## config.mk

```make
export PLATFORM = sky130hd
export DESIGN_NAME = camera_stream_capture
export DESIGN_NICKNAME = d
export VERILOG_FILES = /design/src/rtl/camera_stream_capture.sv
export SDC_FILE = /design/constraint.sdc
export NUM_CORES = 1
export LEC_CHECK = 0
export ABC_AREA = 1
export CELL_PAD_IN_SITES_DETAIL_PLACEMENT = 1
export CELL_PAD_IN_SITES_GLOBAL_PLACEMENT = 2
export CORE_MARGIN = 4
export CORE_UTILIZATION = 30
export DETAILED_ROUTE_END_ITERATION = 10
export PLACE_DENSITY_LB_ADDON = 0.15
export SETUP_SLACK_MARGIN = 0.2
export SYNTH_ARGS = -nofsm -noshare
export SYNTH_HDL_FRONTEND = slang
export SYNTH_SLANG_ARGS = --single-unit
```

## constraint.sdc

```tcl
create_clock -name PixelClk -period 2.3 [get_ports PixelClk]
set_clock_uncertainty 0.2 [all_clocks]
set_input_delay 0.345 -clock PixelClk [delete_from_list [all_inputs] [get_ports PixelClk]]
set_output_delay 0.345 -clock PixelClk [all_outputs]
set_load 0.02 [all_outputs]
```

## src/rtl/camera_stream_capture.sv

```systemverilog
// DVP camera capture front end: packs camera bytes into pixels, optionally decimates,
// and frames each image with control tokens into a downstream write queue.
`timescale 1ns/1ps

// state      | meaning
// IDLE       | waiting for init_done and vertical blank
// WAIT_FRAME | in blank; the falling edge of VSYNC starts a frame
// WAIT_HREF  | between lines; VSYNC here aborts the frame
// CAPTURE    | HREF high, sampling bytes into pixels
// ROW_DONE   | line finished, length check and row advance
// TERMINATE  | holding the terminal token until the queue accepts it
module camera_stream_capture #(
  parameter int FRAME_WIDTH     = 640,
  parameter int FRAME_HEIGHT    = 480,
  parameter int BYTES_PER_PIXEL = 2,
  parameter int BYTE_ORDER      = 0,
  parameter int DECIM           = 1
) (
  input  logic        PixelClk,
  input  logic        nRST,
  input  logic        cam_vsync,
  input  logic        cam_href,
  input  logic [7:0]  p_data,
  input  logic        init_done,
  input  logic        queue_full,
  output logic        queue_clk,
  output logic [16:0] queue_data,
  output logic        queue_wr_en,
  output logic [15:0] frame_count,
  output logic        overflow,
  output logic        line_err
);

  localparam int LINE_BYTES = FRAME_WIDTH * BYTES_PER_PIXEL;
  localparam int BW         = $clog2(LINE_BYTES + 2);
  localparam int RW_RAW     = $clog2(FRAME_HEIGHT + 1);
  localparam int RW         = (RW_RAW < 2) ? 2 : RW_RAW;
  localparam int CW_RAW     = $clog2(FRAME_WIDTH + 1);
  localparam int CW         = (CW_RAW < 2) ? 2 : CW_RAW;

  localparam logic [BW-1:0] LINE_LEN = BW'(LINE_BYTES);
  localparam logic [BW-1:0] BYTE_SAT = BW'(LINE_BYTES + 1);
  localparam logic [RW-1:0] LAST_ROW = RW'(FRAME_HEIGHT - 1);
  localparam logic [RW-1:0] ROW_LIM  = RW'(FRAME_HEIGHT);
  localparam logic [1:0]    DMASK    = 2'(DECIM - 1);

  localparam logic [16:0] TOK_FRAME_START = 17'h10000;
  localparam logic [16:0] TOK_ROW_START   = 17'h10001;
  localparam logic [16:0] TOK_FRAME_END   = 17'h1FFFF;
  localparam logic [16:0] TOK_FRAME_ABORT = 17'h1FFFE;

  typedef enum logic [2:0] {
    IDLE,
    WAIT_FRAME,
    WAIT_HREF,
    CAPTURE,
    ROW_DONE,
    TERMINATE
  } state_t;

  state_t          state;
  logic [RW-1:0]   row;
  logic [CW-1:0]   col;
  logic [BW-1:0]   byte_cnt;
  logic [7:0]      first_byte;
  logic            phase;
  logic            pix_vld;
  logic            pix_keep;
  logic [15:0]     pix_data;
  logic            term_end;

  logic            row_keep;
  logic            col_keep;
  logic [15:0]     pix_next;

  assign queue_clk = PixelClk;
  assign row_keep  = (row[1:0] & DMASK) == 2'b00;
  assign col_keep  = (col[1:0] & DMASK) == 2'b00;

  always_comb begin
    pix_next = 16'h0000;
    if (BYTES_PER_PIXEL == 1)
      pix_next = {8'h00, p_data};
    else if (BYTE_ORDER == 0)
      pix_next = {first_byte, p_data};
    else
      pix_next = {p_data, first_byte};
  end

  always_ff @(posedge PixelClk or negedge nRST) begin
    if (!nRST) begin
      state       <= IDLE;
      row         <= '0;
      col         <= '0;
      byte_cnt    <= '0;
      first_byte  <= 8'h00;
      phase       <= 1'b0;
      pix_vld     <= 1'b0;
      pix_keep    <= 1'b0;
      pix_data    <= 16'h0000;
      term_end    <= 1'b0;
      queue_data  <= 17'h00000;
      queue_wr_en <= 1'b0;
      frame_count <= 16'h0000;
      overflow    <= 1'b0;
      line_err    <= 1'b0;
    end else begin
      queue_wr_en <= 1'b0;
      line_err    <= 1'b0;
      pix_vld     <= 1'b0;

      // Pixel assembled last cycle goes out now; it never collides with a token.
      if (pix_vld && pix_keep) begin
        queue_data <= {1'b0, pix_data};
        if (queue_full)
          overflow <= 1'b1;
        else
          queue_wr_en <= 1'b1;
      end

      case (state)
        IDLE: begin
          if (init_done && cam_vsync)
            state <= WAIT_FRAME;
        end

        WAIT_FRAME: begin
          if (!cam_vsync) begin
            queue_data  <= TOK_FRAME_START;
            queue_wr_en <= !queue_full;
            overflow    <= queue_full;
            row         <= '0;
            state       <= WAIT_HREF;
          end
        end

        WAIT_HREF: begin
          if (cam_vsync && (row < ROW_LIM)) begin
            term_end <= 1'b0;
            state    <= TERMINATE;
          end else if (cam_href) begin
            byte_cnt <= BW'(1);
            phase    <= 1'b0;
            if (row_keep) begin
              queue_data <= TOK_ROW_START;
              if (queue_full)
                overflow <= 1'b1;
              else
                queue_wr_en <= 1'b1;
            end
            if (BYTES_PER_PIXEL == 1) begin
              pix_vld  <= 1'b1;
              pix_data <= pix_next;
              pix_keep <= row_keep;
              col      <= CW'(1);
            end else begin
              first_byte <= p_data;
              phase      <= 1'b1;
              col        <= '0;
            end
            state <= CAPTURE;
          end
        end

        CAPTURE: begin
          if (cam_href) begin
            if (byte_cnt != BYTE_SAT)
              byte_cnt <= byte_cnt + BW'(1);
            if ((BYTES_PER_PIXEL == 1) || phase) begin
              pix_vld  <= 1'b1;
              pix_data <= pix_next;
              pix_keep <= row_keep && col_keep;
              col      <= col + CW'(1);
              phase    <= 1'b0;
            end else begin
              first_byte <= p_data;
              phase      <= 1'b1;
            end
          end else begin
            state <= ROW_DONE;
          end
        end

        ROW_DONE: begin
          if (byte_cnt != LINE_LEN) begin
            line_err <= 1'b1;
            term_end <= 1'b0;
            state    <= TERMINATE;
          end else begin
            row <= row + RW'(1);
            if (row == LAST_ROW) begin
              term_end <= 1'b1;
              state    <= TERMINATE;
            end else begin
              state <= WAIT_HREF;
            end
          end
        end

        TERMINATE: begin
          // Only the terminal token waits out back-pressure; everything else is dropped.
          queue_data <= (term_end && !overflow) ? TOK_FRAME_END : TOK_FRAME_ABORT;
          if (!queue_full) begin
            queue_wr_en <= 1'b1;
            if (term_end && !overflow)
              frame_count <= frame_count + 16'd1;
            state <= IDLE;
          end
        end

        default: state <= IDLE;
      endcase
    end
  end

endmodule
```

==> flow_summary.json, run 1 <==
{
  "worstReg2RegStart": "state[0]",
  "cap_viol_max_count": 0,
  "port_buffers": 50,
  "r2r-end": "frame_count[3]",
  "final_cell_mix": "265 x nand2_1, 86 x dfrtp_1, 46 x nor2_1",
  "setup-tns-final_ns": 0,
  "final_nets": 687,
  "synthesis.area_um2": 4700,
  "synth_cells": 606,
  "die_w_um": 133,
  "grt_pass1_vias": 4276,
  "clock_latency_ns": 0.46,
  "worst_slack_ns": 0.213,
  "reg2reg_slack_ns": 0.34,
  "detail_route.wl_per_cell_um": 14.4,
  "synth.distinct_cells": 36,
  "maxSlewViolCount": 0,
  "cts_setup_buffers": 0,
  "core.rowCount": 45,
  "setup_viol": 0,
  "drtIter0Drc": 257,
  "grt_first_pass_wirelength_mm": 21.8,
  "p_leak_nw": 3.03,
  "cts_tree": "built",
  "area_delta_synth_final_pct": 24.5,
  "track_usage_pct": 15.3,
  "drc_errors": 0,
  "start_util_pct": 30.8,
  "power_density_nw_per_um2": 1030,
  "seq_area_frac_synth_pct": 46.4,
  "hold_class": "in2async",
  "layout_commonest_cell": "nand2_1",
  "ys_warn_count": 0,
  "ant_nets": 0,
  "peakVddDrop_mv": 0.659,
  "slew_headroom_pct": 64.3,
  "io_pins": 51,
  "synth_seq_cells": 87,
  "worstPathRequired_ns": 1.75,
  "wl_mm": 12.8,
  "preCtsSetupSlack_ns": 0.0965,
  "crit_slowest_cell": "buf_2",
  "crit_top_cell": "clkbuf_16",
  "start_kind": "clock port",
  "synthFlopType": "dfrtp_1",
  "run_status": "complete, no violations",
  "async_reset_ff_share_pct": 100,
  "dr_total_vias": 4032,
  "place_hpwl_mm": 9.18,
  "synth-edff-count": 0,
  "grt_max_degree": 36,
  "overflow": 0,
  "diodes": 0,
  "r2r_cells": 7,
  "timing.hold.ws_ns": 0.207,
  "dieArea_um2": 17700,
  "syn_area_per_cell_um2": 7.75,
  "hold_viol": 0,
  "crit_type": "clk2out",
  "core_region_area_um2": 15300,
  "die_h_um": 133,
  "path_cells": "clkbuf_16 -> clkbuf_16 -> buf_2",
  "rsz0062_at_grt": "no",
  "tightest_slew_ns": 0.536,
  "endpoint_kind": "primary output",
  "syn_nets": 625,
  "crit_fanout": 2,
  "clk_pin_slew_ns": 0.07,
  "grt_antenna_before_repair": 0,
  "first_pass_iters": 4,
  "viasPerCell": 4.56,
  "cpPeakStageDelay_ns": 0.15,
  "drive_above_1_share_pct": 12.9,
  "cp.arrival_ns": 1.54,
  "gp_congestion": 0.770
}
## worst max path at each step
stage                          startpoint         endpoint  slack (ns)  cells past startpoint
after global placement           PixelClk        queue_clk         0.1                      1
final                            PixelClk        queue_clk        0.21                      3
after CTS                 frame_count[14]  frame_count[14]        0.20                      1
after detailed placement         PixelClk        queue_clk         0.1                      1
after floorplan                  PixelClk        queue_clk        0.47                      1
after global routing       frame_count[1]   frame_count[1]        0.20                      1
## layout make-up
type                    instances  area (um^2)
clock buffers                  13          305
clock inverters                 7         63.8
fillers                      1860         9410
inverters                      49          185
multi-input cells             453         2230
flip-flops and latches         87         2180
well taps                     211          264
repair buffers                 64          618
## worst max-delay path, delay by kind of cell
family / cells / cell delay [ns]
buffers and inverters: 3 / 0.40
## cells in the mapped netlist, types with 4 or more instances
cell / n / area share [%]
nand2_1: 265 / 21
dfrtp_1: 87 / 46
nor2_1: 48 / 3.8
inv_1: 42 / 3.4
nand3_1: 36 / 3.8
mux2_2: 15 / 3.6
nand4_1: 15 / 2.0
o21ai_0: 14 / 1.5
nand2_2: 10 / 1.3
xnor2_1: 8 / 1.5
inv_2: 6 / 0.48
buf_6: 5 / 1.2
clkbuf_1: 5 / 0.40
ha_1: 5 / 1.3
xor2_1: 5 / 0.93
buf_2: 4 / 0.43
nor2_4: 4 / 0.96
o21ai_2: 4 / 0.75
## routing by layer
metal	GRT usage, %	vias to the layer above	part of all wire, %
li1	-	2018	-
met1	20.5	1956	49
met2	24.5	48	47
met3	3.47	10	2.9
met4	5.20	0	1.4
met5	0	-	0
## metrics by stage
stage | cells | power, W | util [%] | area (um^2)
global route | 884 | 0.00646 | 38.3 | 5850
finish | 884 | 0.00601 | 38.3 | 5850
detailed placement | 864 | 0.00436 | 35.8 | 5460
floorplan | 606 | 0.00357 | - | 4700
global placement | 864 | 0.00431 | 35.8 | 5460
CTS | 884 | 0.00611 | 38.2 | 5820
## cell families after synthesis
logic type | after synthesis | share of synthesized area (%)
adder cells (fa/ha/maj) | 5 | 1.33
AND/OR/NAND/NOR | 393 | 36.4
buffers and inverters | 66 | 6.45
multiplexers | 15 | 3.60
XOR/XNOR | 13 | 2.42
AO/OA/AOI/OAI | 27 | 3.44
flip-flops | 87 | 46.4
## repair_timing
item | CTS | global route
hold endpoints to repair | 32 | 0
gates resized for setup | 13 | 9
hold buffers | 1 | 0
endpoints found under the setup margin | 12 | 24
## flip-flops by register name, summed over array words and instances (netlist names)
| register | count |
|---|---|
| byte_cnt | 11 |
| first_byte | 8 |
| frame_count | 16 |
| line_err | 1 |
| overflow | 1 |
| phase | 1 |
| pix_data | 16 |
| pix_keep | 1 |
| pix_vld | 1 |
| queue_data | 17 |
| queue_wr_en | 1 |
| row | 9 |
| state | 3 |
| term_end | 1 |
## power breakdown
group	switching [W]	internal, W	total [W]
sequential	0.000299	0.00196	0.00226
combinational	0.00119	0.000798	0.00199
clock	0.000771	0.000993	0.00176
No activity file was read; power rests on OpenSTA's default activity.
==> run 2: changes to the inputs <==
--- a/config.mk
+++ b/config.mk
@@ -6,6 +6,7 @@
 export NUM_CORES = 1
 export LEC_CHECK = 0
 export ABC_AREA = 1
+export CAP_MARGIN = 20
 export CELL_PAD_IN_SITES_DETAIL_PLACEMENT = 1
 export CELL_PAD_IN_SITES_GLOBAL_PLACEMENT = 2
 export CORE_MARGIN = 4
==> results of run 2 <==
Final layout, timing and power as in run 1 (identical DEF).
